**config.mk**
```make
export PLATFORM = sky130hd
export DESIGN_NAME = alu_seq_muldiv
export DESIGN_NICKNAME = d
export VERILOG_FILES = /design/src/rtl/alu_pkg.sv /design/src/rtl/alu_iter_core.sv /design/src/rtl/alu_seq_muldiv.sv
export SDC_FILE = /design/constraint.sdc
export NUM_CORES = 1
export LEC_CHECK = 0
export CORE_AREA = 5 5 158 311
export DETAILED_ROUTE_END_ITERATION = 10
export DIE_AREA = 0 0 163 316
export REMOVE_ABC_BUFFERS = 1
export SETUP_SLACK_MARGIN = 0.15
export SLEW_MARGIN = 30
export SYNTH_ARGS = -nofsm -noshare
export SYNTH_HDL_FRONTEND = slang
export SYNTH_HIERARCHICAL = 1
export SYNTH_SLANG_ARGS = --single-unit
```
**constraint.sdc**
```tcl
create_clock -name clk -period 11.7 [get_ports clk]
set_input_delay 2.34 -clock clk [delete_from_list [all_inputs] [get_ports clk]]
set_output_delay 2.34 -clock clk [all_outputs]
set_load 0.005 [all_outputs]
```
**src/rtl/alu_pkg.sv**
```systemverilog
// Shared types and helpers for the sequential ALU with iterative multiply/divide.
// Optional build macro: ALU_SIGNED_DIV_EN adds signed DIV/REM to the iterative set.
package alu_pkg;

  typedef enum logic [3:0] {
    OP_ADD   = 4'b0000,
    OP_SUB   = 4'b0001,
    OP_AND   = 4'b0010,
    OP_OR    = 4'b0011,
    OP_XOR   = 4'b0100,
    OP_SLT   = 4'b0101,
    OP_SLTU  = 4'b0110,
    OP_MUL   = 4'b1000,
    OP_MULHU = 4'b1001,
    OP_DIVU  = 4'b1010,
    OP_REMU  = 4'b1011,
    OP_DIV   = 4'b1100,
    OP_REM   = 4'b1101
  } alu_op_e;

  typedef enum logic [1:0] {
    IDLE = 2'd0,
    BUSY = 2'd1,
    DONE = 2'd2
  } state_e;

  // Ops that go through the one-bit-per-cycle core instead of the fast path.
  function automatic logic is_iterative(alu_op_e op);
    case (op)
      OP_MUL, OP_MULHU, OP_DIVU, OP_REMU: return 1'b1;
`ifdef ALU_SIGNED_DIV_EN
      OP_DIV, OP_REM: return 1'b1;
`endif
      default: return 1'b0;
    endcase
  endfunction

  // Iterative ops that use the restoring divider rather than the shift-add multiplier.
  function automatic logic is_divide(alu_op_e op);
    case (op)
      OP_DIVU, OP_REMU, OP_DIV, OP_REM: return 1'b1;
      default: return 1'b0;
    endcase
  endfunction

  // Ops whose answer sits in the upper half of the accumulator (high product / remainder).
  function automatic logic takes_high_half(alu_op_e op);
    case (op)
      OP_MULHU, OP_REMU, OP_REM: return 1'b1;
      default: return 1'b0;
    endcase
  endfunction

endpackage

```
**src/rtl/alu_iter_core.sv**
```systemverilog
// Unsigned iterative datapath: shift-add multiply or restoring divide, one bit per cycle.
// The 2*WIDTH accumulator holds {high product, multiplier} or {remainder, quotient}.
// done pulses on the cycle of the final step; res_lo/res_hi then show the finished value.
module alu_iter_core
  import alu_pkg::*;
#(
  parameter int WIDTH = 32,
  parameter int CNT_W = $clog2(WIDTH + 1)
) (
  input  logic             clk,
  input  logic             rst_n,
  input  logic             start,
  input  alu_op_e          op,
  input  logic [WIDTH-1:0] a,
  input  logic [WIDTH-1:0] b,
  output logic             done,
  output logic [WIDTH-1:0] res_lo,
  output logic [WIDTH-1:0] res_hi
);

  logic [2*WIDTH-1:0] acc_q, acc_d;
  logic [WIDTH-1:0]   opnd_q, opnd_d;
  logic [CNT_W-1:0]   cnt_q, cnt_d;
  logic               div_q, div_d;
  logic               active_q, active_d;

  logic [WIDTH:0]     mul_sum;
  logic [2*WIDTH-1:0] mul_next;
  logic [WIDTH:0]     rem_sh;
  logic [WIDTH-1:0]   rem_diff;
  logic               div_ok;
  logic [2*WIDTH-1:0] div_next;
  logic [2*WIDTH-1:0] step_next;

  // One multiply or divide step computed from the current accumulator.
  always_comb begin
    mul_sum   = {1'b0, acc_q[2*WIDTH-1:WIDTH]} + {1'b0, (acc_q[0] ? opnd_q : '0)};
    mul_next  = {mul_sum, acc_q[WIDTH-1:1]};
    rem_sh    = acc_q[2*WIDTH-1:WIDTH-1];
    div_ok    = (rem_sh >= {1'b0, opnd_q});
    rem_diff  = rem_sh[WIDTH-1:0] - opnd_q;
    div_next  = {(div_ok ? rem_diff : rem_sh[WIDTH-1:0]), acc_q[WIDTH-2:0], div_ok};
    step_next = div_q ? div_next : mul_next;
  end

  assign done   = active_q && (cnt_q == CNT_W'(1));
  assign res_lo = step_next[WIDTH-1:0];
  assign res_hi = step_next[2*WIDTH-1:WIDTH];

  // Load operands on start, otherwise step and count down while active.
  always_comb begin
    acc_d    = acc_q;
    opnd_d   = opnd_q;
    cnt_d    = cnt_q;
    div_d    = div_q;
    active_d = active_q;
    if (start) begin
      div_d    = is_divide(op);
      acc_d    = {{WIDTH{1'b0}}, (is_divide(op) ? a : b)};
      opnd_d   = is_divide(op) ? b : a;
      cnt_d    = CNT_W'(WIDTH);
      active_d = 1'b1;
    end else if (active_q) begin
      acc_d = step_next;
      cnt_d = cnt_q - CNT_W'(1);
      if (done) begin
        active_d = 1'b0;
      end
    end
  end

  // State registers; reset abandons any step sequence in progress.
  always_ff @(posedge clk) begin
    if (!rst_n) begin
      acc_q    <= '0;
      opnd_q   <= '0;
      cnt_q    <= '0;
      div_q    <= 1'b0;
      active_q <= 1'b0;
    end else begin
      acc_q    <= acc_d;
      opnd_q   <= opnd_d;
      cnt_q    <= cnt_d;
      div_q    <= div_d;
      active_q <= active_d;
    end
  end

endmodule

```
**src/rtl/alu_seq_muldiv.sv**
```systemverilog
// Handshaked execute-stage ALU: single-cycle base ops, iterative MUL/MULHU/DIVU/REMU.
// Result and VCNZ flags are registered and held until out_ready.
// Optional build macro: ALU_SIGNED_DIV_EN enables signed DIV/REM via an abs/sign-fix wrapper.
module alu_seq_muldiv
  import alu_pkg::*;
#(
  parameter int WIDTH = 32,
  parameter int CNT_W = $clog2(WIDTH + 1)
) (
  input  logic             clk,
  input  logic             rst_n,
  input  logic [3:0]       ALUControl,
  input  logic [WIDTH-1:0] A,
  input  logic [WIDTH-1:0] B,
  input  logic             in_valid,
  output logic             in_ready,
  output logic [WIDTH-1:0] Result,
  output logic             oVerflow,
  output logic             Carry,
  output logic             Negative,
  output logic             Zero,
  output logic             out_valid,
  input  logic             out_ready
);

  localparam int MSB = WIDTH - 1;

  alu_op_e          op_in;
  state_e           state_q, state_d;
  alu_op_e          op_q, op_d;
  logic [WIDTH-1:0] result_q, result_d;
  logic             v_q, v_d, c_q, c_d, n_q, n_d, z_q, z_d;
  logic             out_valid_q, out_valid_d;
  logic             in_ready_q, in_ready_d;

  logic [WIDTH:0]   add_full, sub_full;
  logic [WIDTH-1:0] fast_res;
  logic             fast_v, fast_c;
  logic             core_start, core_done;
  logic [WIDTH-1:0] core_a, core_b, core_lo, core_hi;
  logic [WIDTH-1:0] iter_res;

`ifdef ALU_SIGNED_DIV_EN
  logic sa_q, sa_d, sb_q, sb_d, bz_q, bz_d;
  logic signed_op;
`endif

  assign op_in = alu_op_e'(ALUControl);

  // Single-cycle ops; unsupported codes yield zero with no V/C.
  always_comb begin
    add_full = {1'b0, A} + {1'b0, B};
    sub_full = {1'b0, A} + {1'b0, ~B} + (WIDTH+1)'(1);
    fast_res = '0;
    fast_v   = 1'b0;
    fast_c   = 1'b0;
    case (op_in)
      OP_ADD: begin
        fast_res = add_full[MSB:0];
        fast_c   = add_full[WIDTH];
        fast_v   = (A[MSB] == B[MSB]) && (add_full[MSB] != A[MSB]);
      end
      OP_SUB: begin
        fast_res = sub_full[MSB:0];
        fast_c   = sub_full[WIDTH];
        fast_v   = (A[MSB] != B[MSB]) && (sub_full[MSB] != A[MSB]);
      end
      OP_AND:  fast_res = A & B;
      OP_OR:   fast_res = A | B;
      OP_XOR:  fast_res = A ^ B;
      OP_SLT:  fast_res = {{(WIDTH-1){1'b0}}, ($signed(A) < $signed(B))};
      OP_SLTU: fast_res = {{(WIDTH-1){1'b0}}, (A < B)};
      default: fast_res = '0;
    endcase
  end

  // Operands handed to the unsigned core; signed divides feed magnitudes.
  always_comb begin
`ifdef ALU_SIGNED_DIV_EN
    signed_op = (op_in == OP_DIV) || (op_in == OP_REM);
    sa_d      = signed_op && A[MSB];
    sb_d      = signed_op && B[MSB];
    bz_d      = (B == '0);
    core_a    = sa_d ? -A : A;
    core_b    = sb_d ? -B : B;
`else
    core_a    = A;
    core_b    = B;
`endif
  end

  alu_iter_core #(
    .WIDTH (WIDTH),
    .CNT_W (CNT_W)
  ) u_core (
    .clk    (clk),
    .rst_n  (rst_n),
    .start  (core_start),
    .op     (op_in),
    .a      (core_a),
    .b      (core_b),
    .done   (core_done),
    .res_lo (core_lo),
    .res_hi (core_hi)
  );

  // Pick the accumulator half for the op in flight and restore the sign if needed.
  always_comb begin
    iter_res = takes_high_half(op_q) ? core_hi : core_lo;
`ifdef ALU_SIGNED_DIV_EN
    if (op_q == OP_DIV) begin
      if (bz_q)             iter_res = '1;
      else if (sa_q ^ sb_q) iter_res = -iter_res;
    end else if (op_q == OP_REM) begin
      if (sa_q) iter_res = -iter_res;
    end
`endif
  end

  // Control FSM: IDLE accepts, BUSY waits for the core, DONE holds until out_ready.
  always_comb begin
    state_d     = state_q;
    op_d        = op_q;
    result_d    = result_q;
    v_d         = v_q;
    c_d         = c_q;
    n_d         = n_q;
    z_d         = z_q;
    out_valid_d = out_valid_q;
    in_ready_d  = in_ready_q;
    core_start  = 1'b0;
    case (state_q)
      IDLE: begin
        if (in_valid) begin
          op_d       = op_in;
          in_ready_d = 1'b0;
          if (is_iterative(op_in)) begin
            core_start = 1'b1;
            state_d    = BUSY;
          end else begin
            result_d    = fast_res;
            v_d         = fast_v;
            c_d         = fast_c;
            n_d         = fast_res[MSB];
            z_d         = (fast_res == '0);
            out_valid_d = 1'b1;
            state_d     = DONE;
          end
        end
      end
      BUSY: begin
        if (core_done) begin
          result_d    = iter_res;
          v_d         = 1'b0;
          c_d         = 1'b0;
          n_d         = iter_res[MSB];
          z_d         = (iter_res == '0);
          out_valid_d = 1'b1;
          state_d     = DONE;
        end
      end
      DONE: begin
        if (out_ready) begin
          out_valid_d = 1'b0;
          in_ready_d  = 1'b1;
          state_d     = IDLE;
        end
      end
      default: begin
        out_valid_d = 1'b0;
        in_ready_d  = 1'b1;
        state_d     = IDLE;
      end
    endcase
  end

  // FSM state, registered result/flags and handshake outputs.
  always_ff @(posedge clk) begin
    if (!rst_n) begin
      state_q     <= IDLE;
      op_q        <= OP_ADD;
      result_q    <= '0;
      v_q         <= 1'b0;
      c_q         <= 1'b0;
      n_q         <= 1'b0;
      z_q         <= 1'b0;
      out_valid_q <= 1'b0;
      in_ready_q  <= 1'b1;
`ifdef ALU_SIGNED_DIV_EN
      sa_q        <= 1'b0;
      sb_q        <= 1'b0;
      bz_q        <= 1'b0;
`endif
    end else begin
      state_q     <= state_d;
      op_q        <= op_d;
      result_q    <= result_d;
      v_q         <= v_d;
      c_q         <= c_d;
      n_q         <= n_d;
      z_q         <= z_d;
      out_valid_q <= out_valid_d;
      in_ready_q  <= in_ready_d;
`ifdef ALU_SIGNED_DIV_EN
      if (core_start) begin
        sa_q <= sa_d;
        sb_q <= sb_d;
        bz_q <= bz_d;
      end
`endif
    end
  end

  assign in_ready  = in_ready_q;
  assign out_valid = out_valid_q;
  assign Result    = result_q;
  assign oVerflow  = v_q;
  assign Carry     = c_q;
  assign Negative  = n_q;
  assign Zero      = z_q;

endmodule
```
# Yosys cells after proc, flatten, opt, wreduce, memory -nomap -nowiden

Cells that the tools add are included.

Logic and storage cells: 132
Input port bits: 72
Output and inout bits: 38
Register bits after elaboration: 148

Equal/unequal tests: 26
$add $sub $neg: 6
Reduce and logical (&&, ||, !) cells: 18
Muxes and demuxes: 57
Bitwise gates (word level): 6
Magnitude comparators: 3

Operators by type and width:

| operator                                             | count |
|---|---|
| 2-to-1 mux 32 bit                                    | 10 |
| one-hot mux 32 bit (7 select lines)                  | 1 |
| adder 32 x 32 -> 33 bit                              | 3 |
| zero test 32 bit                                     | 2 |
| less-than comparator 32 bit                          | 2 |
| 2-to-1 mux 64 bit                                    | 1 |
| one-hot mux 32 bit (2 select lines)                  | 1 |
| equality test 4 bit (second input constant)          | 9 |
| adder 33 x 1 -> 33 bit (second input constant)       | 1 |
| greater-or-equal comparator 33 x 32 -> 1 bit         | 1 |
| bitwise AND 32 bit                                   | 1 |
| inverter 32 bit                                      | 1 |
| OR 32 bit                                            | 1 |
| subtractor 32 bit                                    | 1 |
| bitwise XOR 32 bit                                   | 1 |
| 2-to-1 mux 1 bit                                     | 29 |
| equality test 4 x 3 -> 1 bit (second input constant) | 3 |
| 2-to-1 mux 6 bit                                     | 2 |
| one-hot mux 1 bit (2 select lines)                   | 6 |
| equality test 4 x 2 -> 1 bit (second input constant) | 2 |
| 2-to-1 mux 2 bit                                     | 4 |
| inequality test 2 bit (second input constant)        | 4 |
| AND reduction 4 bit                                  | 2 |
| OR reduction 4 bit                                   | 2 |
| other kinds (18)                                     | 26 |

# Depth between registers and ports, before layout

Depth after elaboration: 11
Mapped depth: 21
Mapped depth without buffers: 20

# Modules after synthesis

The synthesis kept the hierarchy.

Modules (own cells, without submodules):

| module         | seq. area each (µm²) | instances | cells an instance | area an instance (µm²) |
|---|---|---|---|---|
| alu_iter_core  | 2082.0               | 1         | 1248              | 9826.9 |
| alu_seq_muldiv | 860.8                | 1         | 1161              | 8046.5 |

# Worst setup path before layout

Ideal clock, no wire load.

Path type: input port to flip-flop
Start: input A[0]
End: register z_q, in the netlist Zero
Data required time: 11.616 ns
Cell stages on the path: 14
Setup time: 0.084 ns
Path buffers: 0
Slack: 6.544 ns
Arrival: 5.072 ns
Cells stage by stage: inv_1 > ha_1 > fa_1 > nor2_1 > o311a_1 > o21ai_1 > o31a_1 > a211oi_1 > o221ai_1 > a2111o_1 > nor4_1 > and3_1 > nand4_1 > o31ai_2

Longest elaborated chain between the ends: 7
Elaborated cells between the ends (all ways): 13
Those cells by class: 3 x add/sub; 2 x order compare; 4 x mux; 3 x bitwise; 1 x reduce/logical

RTL lines:

| what                                    | line                  | source |
|---|---|---|
| start: declaration                      | alu_seq_muldiv.sv:13  | `input logic [WIDTH-1:0] A,` |
| adder 32 x 32 -> 33 bit                 | alu_seq_muldiv.sv:53  | `sub_full = {1'b0, A} + {1'b0, ~B} + (WIDTH+1)'(1);` |
| adder 33 x 1 -> 33 bit                  | alu_seq_muldiv.sv:53  |  |
| one-hot mux 32 bit (7 select lines) (*) | alu_seq_muldiv.sv:57  | `case (op_in)` |
| zero test 32 bit (*)                    | alu_seq_muldiv.sv:145 | `z_d = (fast_res == '0);` |
| 2-to-1 mux 1 bit (*)                    | alu_seq_muldiv.sv:137 | `if (is_iterative(op_in)) begin` |
| 2-to-1 mux 1 bit (*)                    | alu_seq_muldiv.sv:134 | `if (in_valid) begin` |
| one-hot mux 1 bit (2 select lines) (*)  | alu_seq_muldiv.sv:132 | `case (state_q)` |
| end signal: assignment                  | alu_seq_muldiv.sv:201 | `z_q <= z_d;` |
| end: declaration                        | alu_seq_muldiv.sv:32  | `logic v_q, v_d, c_q, c_d, n_q, n_d, z_q, z_d;` |

Every way passes the cells marked *; elsewhere a longest branch is shown, timed or not. The select of a mux whose other input is x is not followed.
A chain may end at the register's enable or synchronous reset.

# Worst setup path after layout

Start: register u_core.acc_q[0]
End: register z_q, in the netlist Zero

Longest elaborated chain between the ends: 7

RTL lines:

| what                               | line                  | source |
|---|---|---|
| start: declaration                 | alu_iter_core.sv:21   | `logic [2*WIDTH-1:0] acc_q, acc_d;` |
| start signal: assignment           | alu_iter_core.sv:75   | `acc_q <= '0;` |
| start signal: assignment           | alu_iter_core.sv:81   | `acc_q <= acc_d;` |
| 2-to-1 mux 32 bit                  | alu_iter_core.sv:37   | `mul_sum = {1'b0, acc_q[2*WIDTH-1:WIDTH]} + {1'b0, (acc_q[0] ? opnd_q : '0)};` |
| adder 32 x 32 -> 33 bit            | alu_iter_core.sv:37   |  |
| 2-to-1 mux 64 bit                  | alu_iter_core.sv:43   | `step_next = div_q ? div_next : mul_next;` |
| via core_hi[23]                    | alu_seq_muldiv.sv:40  | `logic [WIDTH-1:0] core_a, core_b, core_lo, core_hi;` |
| 2-to-1 mux 32 bit                  | alu_seq_muldiv.sv:109 | `iter_res = takes_high_half(op_q) ? core_hi : core_lo;` |
| zero test 32 bit                   | alu_seq_muldiv.sv:157 | `z_d = (iter_res == '0);` |
| 2-to-1 mux 1 bit                   | alu_seq_muldiv.sv:152 | `if (core_done) begin` |
| one-hot mux 1 bit (2 select lines) | alu_seq_muldiv.sv:132 |  |

The timed path passes the listed nets, and every way through them passes these cells. The select of a mux whose other input is x is not followed.

==> results by group <==
Timing
  – Tcrit/Tclk final: 0.571
  – Final setup margin: between 5000 and 6000 ps
  – Final setup violation count: 0
  – Unrepaired setup endpoints after global routing: no
  – Tmin final: 6680 ps
  – Fmax: 150 MHz
  – Worst-margin pin slew: 961 ps
  – Slew HR: 0.360
  – Final-report hold violation count: 0
  – Skew final: 12.2 ps
  – Setup_tns: 0 ps
  – Pins Over Slew Limit: 0

Yosys
  – Cells after synthesis: 2409
  – EDFF count, synth: 0
  – Seq/Total Area, Yosys: 0.165
  – Proportion of synthesized area in mux cells: 0.106
  – Synth async-reset ratio: 0
  – Post-synthesis compound-gate area fraction: 0.285
  – Synth Area in Simple Gates: 0.217
  – Syn_area_per_cell: 7.42 sq um
  – Syn. warnings: 6
  – Synth Cell Area: 0.0179 sq mm
  – Main combinational cell family by area after synthesis: compound AO/OA/AOI/OAI gates
  – Flops & latches, synth: 147
  – Synth Area in XOR/XNOR: 0.0309
  – Adder-cell area share of the yosys netlist: 0.130
  – Primary FF master, synth: dfxtp_1
  – Library cells used by synthesis: 102

Worst setup path
  – Buf/Inv on CP: 1
  – Slowest-stage cell, CP: o41ai_1
  – Critical path class: reg2reg
  – Worst path max stage delay: approximately 800 ps
  – CP endpoint kind: flop
  – CP startpoint kind: flop
  – Crit-path max FO: 34
  – Worst Path Required: 12060 ps
  – Critical path arrival: 7040 ps
  – Most frequent CP cell: o41ai_1
  – Crit path cell chain: buf_4, and2_1, ha_1, fa_1, a211oi_1, o21bai_1, o41ai_1, a21oi_1, nor2_1, o31ai_1, xnor2_1, nor2_1, or2_2, o41ai_1, nand4_1, or4_1, o41ai_1, nand2_1, o31ai_2
  – Delay-heaviest family, CP: compound AO/OA/AOI/OAI gates

Clocking
  – Gates resized, CTS repair: 0
  – Root Buffer Master: clkbuf_16
  – TritonCTS buffer count: 17
  – Clock tree sinks: 147
  – CTS tree: built
  – Cts hold-fix bufs: 0
  – Deepest clock path buffer count: 2
  – Reg clk slew, reported paths: 70 ps
  – Post-CTS Setup Bufs: 0
  – Clock Latency Late Sink: 450 ps
  – H-tree depth: 4

Outcome
  – Status: completed

Layout
  – Area Growth Syn to Fin: 11.9%
  – Layout cell share with drive strength beyond 1: 0.0727
  – N_diodes: 0
  – Non-Filler Instances: 3062
  – Final Instance Area: 0.0200 sq mm
  – Nets: approximately 2700

Die
  – Die Area: 0.0515 sq mm
  – Die width: 163 um
  – Initial Utilization: 0.384
  – Die height: 316 um
  – # IOs: 110
  – Core area: 0.0465 sq mm
  – Row cnt: ~110

Flow run
  – Max Cap Viol: 0

GRT
  – Global-route wire length before repair: about 110000 um
  – Largest net degree at the start of global routing: 86
  – Gr usage total: 0.275
  – Grt ovf: 0
  – Initial antenna violation count: 1
  – Vias in the first global route: approximately 19000

Place
  – PortBufs: 109
  – Post-Place Cells: 3030
  – Routability cong.: 1.00
  – Post-DP Area: just under 0.02 sq mm
  – Post-DP HPWL: 57800 um
  – Setup WS pre-CTS: 5060 ps

Pwr
  – Leak Pwr: 0.00896 uW
  – IR drop worst, VDD: 0.000105 V
  – Power per cell area: 100 mW/mm^2

Routing
  – DR pass1 iterations: 6
  – Post-route DRC violation count: 0
  – Drt via density: 6.05
  – DR WL/cell: between 20 and 25 um
  – Routed vias: 18500
  – DRT Wirelength: 73000 um
  – Iteration-0 DRC Markers: 1400
  – DRT antenna net count: 0

Worst hold path
  – Min-Delay Path Class: reg2reg
==> area by class of cell <==
class / instances / area [sq um]
flip-flops and latches: 147 / 2950
clock buffers: 19 / 443
inverters: 148 / 556
repair buffers: 139 / 1310
clock inverters: 13 / 171
multi-input cells: 1969 / 13800
well taps: 627 / 785
fillers: 4887 / 26500
==> synthesized netlist by cell type (7+ instances only) <==
| cell type | count | share of area |
|---|---|---|
| inv_1 | 146 | 0.031 |
| a211o_1 | 9 | 0.0044 |
| o221ai_1 | 7 | 0.0034 |
| buf_2 | 14 | 0.0039 |
| and2_1 | 81 | 0.028 |
| nor3b_1 | 7 | 0.0029 |
| ha_1 | 179 | 0.13 |
| o31ai_1 | 22 | 0.0092 |
| o21bai_1 | 18 | 0.0076 |
| nor3_1 | 37 | 0.010 |
| nand3_1 | 45 | 0.013 |
| or4_1 | 8 | 0.0034 |
| nor4_1 | 20 | 0.0070 |
| a221oi_1 | 20 | 0.0098 |
| and3_1 | 23 | 0.0081 |
| nand3b_1 | 10 | 0.0042 |
| dfxtp_1 | 147 | 0.16 |
| a31oi_1 | 28 | 0.0098 |
| a2111oi_0 | 9 | 0.0044 |
| o211ai_1 | 36 | 0.015 |
| clkbuf_1 | 100 | 0.021 |
| nor2b_1 | 27 | 0.0095 |
| or3_1 | 12 | 0.0042 |
| xnor2_1 | 44 | 0.022 |
| a21oi_1 | 198 | 0.055 |
| o211a_1 | 37 | 0.021 |
| mux2i_1 | 118 | 0.066 |
| a211oi_1 | 37 | 0.016 |
| nand2_1 | 260 | 0.055 |
| a21o_1 | 52 | 0.022 |
| o21a_1 | 29 | 0.012 |
| o31a_1 | 11 | 0.0054 |
| or2_2 | 7 | 0.0025 |
| o21ai_0 | 126 | 0.035 |
| mux2_2 | 64 | 0.040 |
| nand4_1 | 23 | 0.0081 |
| nor2_1 | 194 | 0.041 |
| nand2b_1 | 25 | 0.0088 |
| buf_1 | 18 | 0.0038 |
| xor2_1 | 19 | 0.0093 |
==> sequential cells by signal, summed over array words and instances (netlist names) <==
register	cells
op_q	4
Zero	1
u_core/opnd_q	32
in_ready	1
u_core/div_q	1
state_q	2
Result	32
u_core/active_q	1
oVerflow	1
u_core/acc_q	64
out_valid	1
u_core/cnt_q	6
Carry	1
==> metrics by stage <==
stage	util	power, uW	hold WS, ps
2_1_floorplan	-	1100	448
3_3_place_gp	0.417	1400	444
3_5_place_dp	0.417	1410	446
4_1_cts	0.430	2000	455
5_1_grt	0.430	2100	475
6_report	0.430	2010	454
==> worst reg2reg max path, delay by kind of cell (launching register included) <==
kind                     cells  cell delay, ps
AND/OR/NAND/NOR              7            2120
flip-flops                   1             300
adder cells (fa/ha/maj)      2             700
AO/OA/AOI/OAI                8            3040
buffers and inverters        1             230
XOR/XNOR                     1             200
==> cell families (layout without fill, tap and decap cells) <==
| logic type | after synthesis | after routing |
|---|---|---|
| and+or+nand+nor | 800 | 800 |
| xor gates and xnor gates | 63 | 63 |
| DFF | 147 | 147 |
| adders and majority gates | 183 | 183 |
| buffers and inverters | 293 | 319 |
| AOI/OAI and AO/OA | 741 | 741 |
| muxes | 182 | 182 |
==> power breakdown <==
group | switching, uW | total [uW] | leakage (uW) | internal [uW]
Combinational | 529 | 849 | 0.00746 | 320
Clock | 250 | 595 | 0.000295 | 345
Sequential | 32.7 | 563 | 0.00120 | 531
==> metal layers <==
layer | track usage | wire length [um] | up-vias
met4 | 0.195 | 5740 | 2
li1 | - | - | 8734
met1 | 0.280 | 26200 | 8886
met3 | 0.0219 | 2590 | 267
met5 | 0 | 13 | -
met2 | 0.520 | 38500 | 643
==> cell usage in the layout (no fill, tap or decap), drive strengths merged, types with 24 or more instances in the layout <==
cell type | Yosys | final
a21o | 55 | 55
o31ai | 24 | 24
o211a | 37 | 37
nand2 | 260 | 260
a31oi | 28 | 28
and3 | 24 | 24
a211oi | 39 | 39
inv | 146 | 151
o21a | 29 | 29
mux2 | 64 | 64
xnor2 | 44 | 44
mux2i | 118 | 118
nand3 | 45 | 45
buf | 43 | 31
o21ai | 132 | 132
ha | 179 | 179
o211ai | 37 | 37
nor2b | 27 | 27
nor3 | 38 | 38
nor2 | 195 | 195
dfxtp | 147 | 147
and2 | 82 | 82
a21oi | 201 | 201
clkdlybuf4s50 | 0 | 108
nand2b | 25 | 25
nand4 | 24 | 24
==> final timing paths <==
check / to / cells past startpoint / from / slack [ps]
max reg2reg: Zero / 19 / u_core/acc_q[0] / 5020
max: Zero / 19 / u_core/acc_q[0] / 5020
min: Result[24] / 2 / Result[24] / 450
min reg2reg: Result[24] / 2 / Result[24] / 450
(Power assumes the default switching activity.)
